**config.mk**
```make
export PLATFORM = sky130hd
export DESIGN_NAME = reg_writeback
export DESIGN_NICKNAME = d
export VERILOG_FILES = /design/src/rtl/reg_writeback.sv
export SDC_FILE = /design/constraint.sdc
export NUM_CORES = 1
export LEC_CHECK = 0
export CAP_MARGIN = 20
export CORE_UTILIZATION = 35
export CTS_CLUSTER_SIZE = 40
export DETAILED_ROUTE_END_ITERATION = 6
export DONT_BUFFER_PORTS = 1
export PLACE_DENSITY = 0.57
export SETUP_SLACK_MARGIN = 0.15
export SLEW_MARGIN = 20
export SYNTH_ARGS = -nofsm -noshare
export SYNTH_HDL_FRONTEND = slang
export SYNTH_SLANG_ARGS = --single-unit
```
**constraint.sdc**
```tcl
create_clock -name clk -period 6.4 [get_ports clk]
set_input_delay 1.28 -clock clk [delete_from_list [all_inputs] [get_ports clk]]
set_output_delay 1.28 -clock clk [all_outputs]
set_load 0.05 [all_outputs]
```
**src/rtl/reg_writeback.sv**
```systemverilog
// reg_writeback
// Owns the register file's single write port. Results from the ALU and the
// load unit arrive over valid/ready handshakes and are arbitrated
// round-robin, at most one per cycle. The accepted result is registered and
// presented to the register file as a one-cycle write pulse. A per-register
// pending scoreboard tracks issued-but-not-yet-written destinations.
//
// Ports:
//   clk, rst_n                    clock, asynchronous active-low reset
//   alu_valid/addr/data, alu_ready  ALU result handshake
//   mem_valid/addr/data, mem_ready  load result handshake
//   issue_en, issue_addr          instruction issue, marks destination pending
//   issue_ready                   destination not pending, issue accepted
//   write_en/addr/data            registered register-file write port
//   pending                       scoreboard, bit i = register i outstanding
//   err_orphan                    sticky: result accepted for non-pending reg
module reg_writeback #(
    parameter int DATA_WIDTH = 16,
    parameter int ADDR_WIDTH = 5,
    parameter int ZERO_REG   = 1
) (
    input  logic                         clk,
    input  logic                         rst_n,
    input  logic                         alu_valid,
    input  logic [ADDR_WIDTH-1:0]        alu_addr,
    input  logic [DATA_WIDTH-1:0]        alu_data,
    output logic                         alu_ready,
    input  logic                         mem_valid,
    input  logic [ADDR_WIDTH-1:0]        mem_addr,
    input  logic [DATA_WIDTH-1:0]        mem_data,
    output logic                         mem_ready,
    input  logic                         issue_en,
    input  logic [ADDR_WIDTH-1:0]        issue_addr,
    output logic                         issue_ready,
    output logic                         write_en,
    output logic [ADDR_WIDTH-1:0]        write_addr,
    output logic [DATA_WIDTH-1:0]        write_data,
    output logic [(1<<ADDR_WIDTH)-1:0]   pending,
    output logic                         err_orphan
);

    localparam int REG_DEPTH = 1 << ADDR_WIDTH;

    typedef enum logic {
        GRANT_ALU = 1'b0,
        GRANT_MEM = 1'b1
    } grant_e;

    grant_e                  last_grant_q;
    grant_e                  last_grant_d;
    logic                    write_en_q;
    logic                    write_en_d;
    logic [ADDR_WIDTH-1:0]   write_addr_q;
    logic [ADDR_WIDTH-1:0]   write_addr_d;
    logic [DATA_WIDTH-1:0]   write_data_q;
    logic [DATA_WIDTH-1:0]   write_data_d;
    logic [REG_DEPTH-1:0]    pending_q;
    logic [REG_DEPTH-1:0]    pending_d;
    logic                    err_orphan_q;
    logic                    err_orphan_d;

    logic                    xfer;
    logic [ADDR_WIDTH-1:0]   xfer_addr;
    logic [DATA_WIDTH-1:0]   xfer_data;
    logic                    xfer_is_zero;
    logic                    issue_is_zero;
    logic                    issue_set;

    // Arbitration: a lone valid always wins; on a tie the source that did
    // not win the previous transfer goes first.
    always_comb begin
        alu_ready = alu_valid & (~mem_valid | (last_grant_q == GRANT_MEM));
        mem_ready = mem_valid & (~alu_valid | (last_grant_q == GRANT_ALU));
    end

    assign xfer          = alu_ready | mem_ready;
    assign xfer_addr     = alu_ready ? alu_addr : mem_addr;
    assign xfer_data     = alu_ready ? alu_data : mem_data;
    assign xfer_is_zero  = (ZERO_REG != 0) && (xfer_addr == '0);
    assign issue_is_zero = (ZERO_REG != 0) && (issue_addr == '0);

    // The hard-wired zero register can always be issued against and is
    // never tracked.
    assign issue_ready = issue_is_zero | ~pending_q[issue_addr];
    assign issue_set   = issue_en & issue_ready & ~issue_is_zero;

    always_comb begin
        last_grant_d = last_grant_q;
        write_en_d   = 1'b0;
        write_addr_d = write_addr_q;
        write_data_d = write_data_q;
        err_orphan_d = err_orphan_q;
        if (xfer) begin
            last_grant_d = alu_ready ? GRANT_ALU : GRANT_MEM;
            // A result to the zero register still handshakes but is discarded.
            write_en_d   = ~xfer_is_zero;
            write_addr_d = xfer_addr;
            write_data_d = xfer_data;
            if (!xfer_is_zero && !pending_q[xfer_addr]) begin
                err_orphan_d = 1'b1;
            end
        end
    end

    // Scoreboard: a bit clears at the edge that ends its write pulse and sets
    // on an accepted issue. The same bit cannot see both at once because
    // issue_ready is low while it is set.
    for (genvar gi = 0; gi < REG_DEPTH; gi++) begin : g_pending
        if (ZERO_REG != 0 && gi == 0) begin : g_zero
            assign pending_d[gi] = 1'b0;
        end else begin : g_bit
            assign pending_d[gi] =
                (pending_q[gi] & ~(write_en_q && (write_addr_q == ADDR_WIDTH'(gi))))
                | (issue_set && (issue_addr == ADDR_WIDTH'(gi)));
        end
    end

    always_ff @(posedge clk or negedge rst_n) begin
        if (!rst_n) begin
            last_grant_q <= GRANT_MEM;
            write_en_q   <= 1'b0;
            write_addr_q <= '0;
            write_data_q <= '0;
            pending_q    <= '0;
            err_orphan_q <= 1'b0;
        end else begin
            last_grant_q <= last_grant_d;
            write_en_q   <= write_en_d;
            write_addr_q <= write_addr_d;
            write_data_q <= write_data_d;
            pending_q    <= pending_d;
            err_orphan_q <= err_orphan_d;
        end
    end

    assign write_en   = write_en_q;
    assign write_addr = write_addr_q;
    assign write_data = write_data_q;
    assign pending    = pending_q;
    assign err_orphan = err_orphan_q;

endmodule

```
# == After elaboration in Yosys (flattened, before gate mapping) ==
# Cells that the tools add are included.
# totals
regBits,55
in_bits,52
output_inout_bits,58
word_cells,253
# op_classes
magnitude_cmp,2
n_eq_ne,62
muxes,8
bitwise,107
n_reduce_logical,68
# ops
operator,n
5-bit equality test (second input constant),32
5-bit by 4-bit equality test with 1-bit output (second input constant),16
1-bit logical AND,63
5-bit by 3-bit equality test with 1-bit output (second input constant),8
1-bit NOT,37
1-bit AND,35
1-bit bitwise OR,35
5-bit by 2-bit equality test with 1-bit output (second input constant),4
16-bit two-way mux,1
5-bit by 6-bit less-than comparator with 1-bit output (second input constant),2
1-bit binary-select mux with 5-bit select,2
5-bit by 1-bit equality test with 1-bit output (second input constant),2
5-bit logical NOT,2
5-bit two-way mux,1
1-bit two-way mux,4
1-bit logical NOT,2
2-bit AND reduction,1

# == Depth between registers and ports, before layout ==
# Gate-level depths: netlist (run 1).
# depth
ltp_word,9
ltp_mapped,8
mapped_depth_nobuf,7

# == Least setup slack after synthesis (run 1) ==
# OpenSTA, ideal clock, no wires.
# synth_timing
kind,input to output
startpoint,in issue_addr[0]
endpoint,out issue_ready
arrival_time_ns,3.304
required_time_ns,5.120
setup_slack_ns,1.816
stages,5
n_path_buf,2
path_cell_list,buf_6 buf_6 mux4_2 mux4_2 mux2i_1
# synth_between
elab_chain_cells,4
word_cells_on_any_way,5
cone_classes,mux: 2; bitwise: 2; reduce/logical: 1
# synth_lines
element,line,source
start: declaration,33,"input logic [ADDR_WIDTH-1:0] issue_addr,"
1-bit binary-select mux with 5-bit select,84,assign issue_ready = issue_is_zero | ~pending_q[issue_addr];
1-bit two-way mux (not written as such),84,
1-bit NOT,84,
1-bit bitwise OR (*),84,
end: declaration,34,"output logic issue_ready,"
# Every way passes the cells marked *; elsewhere a longest branch is shown, timed or not. The select of a mux whose other input is x is not followed.

# == Worst setup path in the final report (run 1) ==
# Ends and elaborated chain as after synthesis.

==> results of run 1 <==
==> path summary, 6_finish.rpt <==
check                               from             to  slack (ns)
hold / removal              last_grant_q   last_grant_q        0.55
min in group asynchronous          rst_n  write_data[9]        0.65
setup reg to reg            last_grant_q     err_orphan        3.92
setup / recovery           issue_addr[0]    issue_ready        2.01
max in group asynchronous          rst_n   last_grant_q        5.56
hold reg to reg             last_grant_q   last_grant_q        0.55
==> per-layer routing <==
metal	vias to the layer above	wire [um]	part of all wire (%)	GRT usage [%]
met3	10	1170	12	6.45
met4	0	109	1.1	6.08
met1	1290	3930	41	26.4
met5	-	0	0	0
li1	1197	-	-	-
met2	174	4330	45	30.9
==> registers in the layout, indices dropped and copies added (netlist names) <==
name          flops
pending          31
last_grant_q      1
err_orphan        1
write_addr        5
write_data       16
write_en          1
==> synthesized netlist by cell type, types with 2 or more instances <==
| cell type | instances | area [um2] |
|---|---|---|
| nor2b_1 | 3 | 18.8 |
| buf_2 | 4 | 20.0 |
| nand3b_1 | 2 | 15.0 |
| mux2i_4 | 2 | 45.0 |
| or2_2 | 5 | 31.3 |
| inv_1 | 3 | 11.3 |
| o21ai_1 | 5 | 25.0 |
| buf_6 | 3 | 33.8 |
| a21oi_1 | 6 | 30.0 |
| nand2b_1 | 12 | 75.1 |
| nand4b_1 | 2 | 17.5 |
| mux2i_1 | 9 | 90.1 |
| o31ai_1 | 2 | 15.0 |
| a21boi_0 | 3 | 22.5 |
| o22ai_1 | 17 | 106 |
| or3b_1 | 2 | 17.5 |
| buf_4 | 3 | 22.5 |
| mux2_2 | 2 | 22.5 |
| and3_1 | 2 | 12.5 |
| o21ai_0 | 58 | 290 |
| dfrtp_1 | 54 | 1350 |
| nand2_1 | 12 | 45.0 |
| nand3_1 | 6 | 30.0 |
| nor4b_1 | 3 | 26.3 |
| nor2_1 | 45 | 169 |
| or3_1 | 3 | 18.8 |
| or4b_4 | 2 | 27.5 |
| clkbuf_1 | 9 | 33.8 |
| o211ai_1 | 2 | 15.0 |
| mux4_2 | 17 | 383 |
==> final cells by class <==
type	instances	area [um2]
Fill cell	861	5470
Multi-Input combinational cell	248	1780
Sequential cell	55	1380
Tap cell	108	135
Clock buffer	6	72.6
Clock inverter	2	38.8
Inverter	4	15.0
==> cells in the final DEF, fill, tap and decap left out, types with 3 or more instances in the layout <==
master and count:
a21boi_0 3, a21oi_1 6, clkbuf_8 5, dfrtp_1 54, inv_1 3, mux2i_1 9
mux4_2 17, nand2_1 12, nand2b_1 12, nand3_1 6, nor2_1 45, nor2b_1 3
nor4b_1 3, o21ai_0 58, o21ai_1 5, o22ai_1 17, or2_2 5, or3_1 3
==> power groups by stage <==
| stage | Combinational [W] | Clock [W] | Sequential, W |
|---|---|---|---|
| after floorplan | 0.000324 | 0 | 0.000977 |
| after global placement | 0.000358 | 0 | 0.00108 |
| after detailed placement | 0.000364 | 0 | 0.00108 |
| after CTS | 0.000367 | 0.000244 | 0.00107 |
| after global routing | 0.000409 | 0.000257 | 0.00109 |
| final | 0.000370 | 0.000234 | 0.00107 |
==> stage by stage <==
| stage | hold WS (ns) | area (um2) | setup WS [ns] |
|---|---|---|---|
| 2_1_floorplan | 0.523 | 3290 | 1.82 |
| 3_3_place_gp | 0.529 | 3310 | 2.00 |
| 3_5_place_dp | 0.535 | 3310 | 2.01 |
| 4_1_cts | 0.550 | 3420 | 2.01 |
| 5_1_grt | 0.575 | 3420 | 1.97 |
| 6_report | 0.550 | 3420 | 2.01 |
==> cell families after synthesis <==
group | after synthesis | synth area share, %
muxes | 30 | 16.4
other | 1 | 0.114
DFF | 55 | 41.9
and+or+nand+nor | 109 | 18.0
AOI/OAI and AO/OA | 108 | 19.6
buffers and inverters | 24 | 3.92
==> impl_metrics.py, run 1 <==
metrics = {
    "routing": {
        "routedWlPerCell_um": 22.6,
        "drc": 0,
        "drt-initial-drc-count": 236,
        "wl_mm": 9.54,
        "ant_nets": 0,
        "routed_via_density": 6.31,
        "dr_total_vias": 2671,
        "first_pass_iters": 4,
    },
    "grt": {
        "grt_pass1_wl_mm": 14.8,
        "grt.overflow.total": 0,
        "first_global_vias": 2614,
        "grt_max_degree": 56,
        "antenna_found_initial": 0,
        "groute.usage.overall_pct": 19.9,
    },
    "clocking": {
        "cts_root_buffer": "clkbuf_8",
        "cts_resized": 0,
        "clkSlewWorstSetupHoldPaths_ns": 0.09,
        "cts_sinks": 55,
        "worstSkewPairLatency_ns": 0.31,
        "htreeDepth": 2,
        "cts_max_path_buffers": 2,
        "cts_tree": "built",
        "post_cts_buffers": 0,
        "postCtsHoldBufs": 0,
        "cts_buffers": 5,
    },
    "timing": {
        "setup_viol": 0,
        "finalCritPeriodShare_pct": 68.6,
        "slew_violations": 0,
        "worst_pin_slew_ns": 1.10,
        "hold_viol": 0,
        "fmax_mhz": 228,
        "fin_tns_setup_ns": 0,
        "maxSlewHeadroom_pct": 24.5,
        "finClkSkew_ns": 0.00935,
        "period_needed_ns": 4.39,
        "rsz0062_at_grt": "false",
    },
    "job": {
        "drv_cap": 0,
    },
    "critical_path": {
        "critPathKind": "input port to primary output",
        "arrival_ns": 3.11,
        "reg2reg_depth": 6,
        "crit_path_start_kind": "input port",
        "crit_family": "multiplexers",
        "cp.depth": 3,
        "crit_buf_inv": 0,
        "crit_path_end_kind": "primary output",
        "slowest_stage": "mux2i_1",
        "crit_required_ns": 5.12,
        "worstPathCellList": "mux4_2 > mux4_2 > mux2i_1",
        "crit_fanout": 14,
        "slowest_delay_ns": 0.87,
        "cpMostUsedCell": "mux4_2",
    },
    "yosys": {
        "synth_cells": 327,
        "yosysSeqAreaShare_pct": 41.9,
        "synth-edff-count": 0,
        "yosysWarnings": 0,
        "synthFlopType": "dfrtp_1",
        "syn_nets": 379,
        "synth.distinct_cells": 59,
        "syn_avg_cell_area_um2": 10.1,
        "netlist_area_um2": 3290,
        "async_reset_ff_share_pct": 100,
        "yosys_register_bits": 55,
    },
    "die": {
        "die_area_um2": 9780,
        "start_util_pct": 37.0,
        "num_rows": 34,
        "die_w_um": 98.9,
        "core-area_um2": 8890,
        "die_y_um": 98.9,
        "ios": 110,
    },
    "pwr": {
        "switching_share_pct": 54.2,
        "peakVddDrop_mv": 0.288,
        "pwr-share-seq_pct": 64.0,
        "internal-power_w": 0.000767,
        "p_leak_nw": 1.28,
        "p_total_w": 0.00168,
        "power_per_cell_area_nw_per_um2": 490,
        "combPwrFrac_pct": 22.1,
        "power_frac_clock_pct": 14.0,
        "p_sw_w": 0.000908,
    },
    "layout": {
        "final_cells": 423,
        "drive_above_1_share_pct": 14.0,
        "nNetsFinal": 366,
        "area_delta_synth_final_pct": 4.04,
        "fin_util_pct": 38.5,
        "antenna_cells": 0,
    },
    "hold_path": {
        "hold-path-cell-count": 1,
        "hold_class": "register to register",
    },
    "run_status": {
        "outcome": "finished, final reports clean",
    },
    "place": {
        "port_buffers": 0,
        "place_hpwl_mm": 7.21,
        "gp_congestion": 0.888,
        "placed_cells": 415,
    },
}
Note: power is estimated with default switching activity, not from simulation.
==> run 2: changes to the inputs <==
==> constraint.sdc (replaced) <==
create_clock -name clk -period 4.3 [get_ports clk]
set_input_delay 0.86 -clock clk [delete_from_list [all_inputs] [get_ports clk]]
set_output_delay 0.86 -clock clk [all_outputs]
set_load 0.05 [all_outputs]
==> run 2 against run 1 <==
Global-route usage is 0.18 points higher; final area hardly changed; cell count is 0.24% higher; hold slack worse by 0.32 ns; register-to-register slack worse by 2.1 ns; worst setup slack worse by 1.0 ns; sequential power is 46% higher; sequential share of layout area hardly changed; die area stayed put; critical path type is now register to primary output; critical endpoint unchanged.
==> impl_metrics.py, run 2 (synthesis gave the netlist of run 1 again) <==
metrics = {
    "run_status": {
        "outcome": "finished, final reports clean",
    },
    "critical_path": {
        "slowest_delay_ns": 0.63,
        "slowest_stage": "dfrtp_1",
        "cp.depth": 5,
        "r2r_end": "err_orphan",
        "crit_family": "multiplexers",
        "arrival_ns": 2.48,
        "crit_path_end_kind": "primary output",
        "crit_fanout": 5,
        "reg2reg_depth": 7,
        "crit_required_ns": 3.44,
        "worstPathCellList": "mux2_2 > a22o_1 > mux4_2 > mux2i_1 > buf_4",
        "critPathKind": "register to primary output",
        "crit_path_start_kind": "register",
        "timing.rr.start": "last_grant_q",
        "regToRegSetupSlack_ns": 1.85,
        "crit_buf_inv": 1,
    },
    "grt": {
        "grt.overflow.total": 0,
        "groute.usage.overall_pct": 20.0,
        "antenna_found_initial": 0,
        "grt_max_degree": 56,
        "grt_pass1_wl_mm": 14.9,
        "first_global_vias": 2652,
    },
    "clocking": {
        "htreeDepth": 2,
        "cts_buffers": 5,
        "cts_tree": "built",
        "clkSlewWorstSetupHoldPaths_ns": 0.10,
        "cts_max_path_buffers": 2,
        "cts_resized": 0,
        "cts_sinks": 55,
        "postCtsHoldBufs": 0,
        "post_cts_buffers": 0,
        "worstSkewPairLatency_ns": 0.32,
        "cts_root_buffer": "clkbuf_8",
    },
    "timing": {
        "fin_tns_setup_ns": 0,
        "worst_pin_slew_ns": 0.780,
        "fmax_mhz": 299,
        "finalCritPeriodShare_pct": 77.7,
        "hold_viol": 0,
        "slew_violations": 0,
        "finClkSkew_ns": 0.0147,
        "maxSlewHeadroom_pct": 48.0,
        "rsz0062_at_grt": "false",
        "period_needed_ns": 3.34,
        "setup_viol": 0,
    },
    "die": {
        "core-area_um2": 8890,
        "die_area_um2": 9780,
        "start_util_pct": 37.0,
        "die_w_um": 98.9,
        "die_y_um": 98.9,
        "ios": 110,
        "num_rows": 34,
    },
    "routing": {
        "drt-initial-drc-count": 237,
        "wl_mm": 9.54,
        "first_pass_iters": 4,
        "dr_total_vias": 2659,
        "drc": 0,
        "routedWlPerCell_um": 22.5,
        "ant_nets": 0,
        "routed_via_density": 6.27,
    },
    "layout": {
        "drive_above_1_share_pct": 14.6,
        "area_delta_synth_final_pct": 3.96,
        "nNetsFinal": 367,
        "antenna_cells": 0,
        "final_cells": 424,
        "largest_register_ffs": 31,
        "final_common_cell": "o21ai_0",
        "final_cell_mix": "o21ai_0 (58), dfrtp_1 (54), nor2_1 (45)",
        "post-route-cell-area_um2": 3420,
    },
    "pwr": {
        "p_sw_w": 0.00134,
        "combPwrFrac_pct": 23.3,
        "power_frac_clock_pct": 12.8,
        "internal-power_w": 0.00111,
        "pwr-share-seq_pct": 63.9,
        "power_per_cell_area_nw_per_um2": 715,
        "peakVddDrop_mv": 0.421,
        "switching_share_pct": 54.7,
        "p_leak_nw": 1.28,
    },
    "place": {
        "placed_cells": 416,
        "gp_congestion": 0.849,
        "post_dp_cell_area_um2": 3320,
        "port_buffers": 0,
        "place_hpwl_mm": 7.14,
    },
    "hold_path": {
        "hold_class": "input port to async pin",
    },
    "job": {
        "drv_cap": 0,
    },
}
==> run 2: power groups by stage <==
stage,Clock [W],Sequential [W],Combinational [W]
detailed placement,0,0.00158,0.000561
floorplan,0,0.00145,0.000482
CTS,0.000328,0.00156,0.000566
global route,0.000347,0.00160,0.000627
global placement,0,0.00158,0.000552
finish,0.000313,0.00156,0.000569
==> run 2: worst max path at each step <==
stage                        startpoint          end  slack, ns
after floorplan           issue_addr[0]  issue_ready       0.56
after global placement    issue_addr[0]  issue_ready       1.16
after detailed placement  issue_addr[0]  issue_ready       1.14
after CTS                    pending[3]  issue_ready       0.98
after global routing         pending[3]  issue_ready       0.93
final                        pending[3]  issue_ready       0.96
==> run 2: area by class of cell <==
class | count | area (um2)
clock buffers | 6 | 82.6
multi-input cells | 248 | 1780
repair buffers | 1 | 7.51
fillers | 867 | 5470
flip-flops and latches | 55 | 1380
inverters | 4 | 15.0
clock inverters | 2 | 18.8
well taps | 108 | 135
==> run 2: metal layers <==
layer / global-route usage [%] / part of all wire [%] / up-vias
met5: 0 / 0 / -
met2: 31.8 / 47 / 160
met4: 5.63 / 1.1 / 0
met1: 26.0 / 40 / 1284
met3: 6.95 / 11 / 11
li1: - / - / 1204
==> run 2: through the flow <==
step | hold WS, ns | utilization, % | total power [W] | worst slack (ns)
after global routing | 0.194 | 38.4 | 0.00257 | 0.927
after CTS | 0.210 | 38.4 | 0.00246 | 0.977
after detailed placement | 0.532 | 37.3 | 0.00214 | 1.14
after global placement | 0.530 | 37.3 | 0.00213 | 1.16
after floorplan | 0.523 | - | 0.00194 | 0.556
final | 0.227 | 38.4 | 0.00244 | 0.961
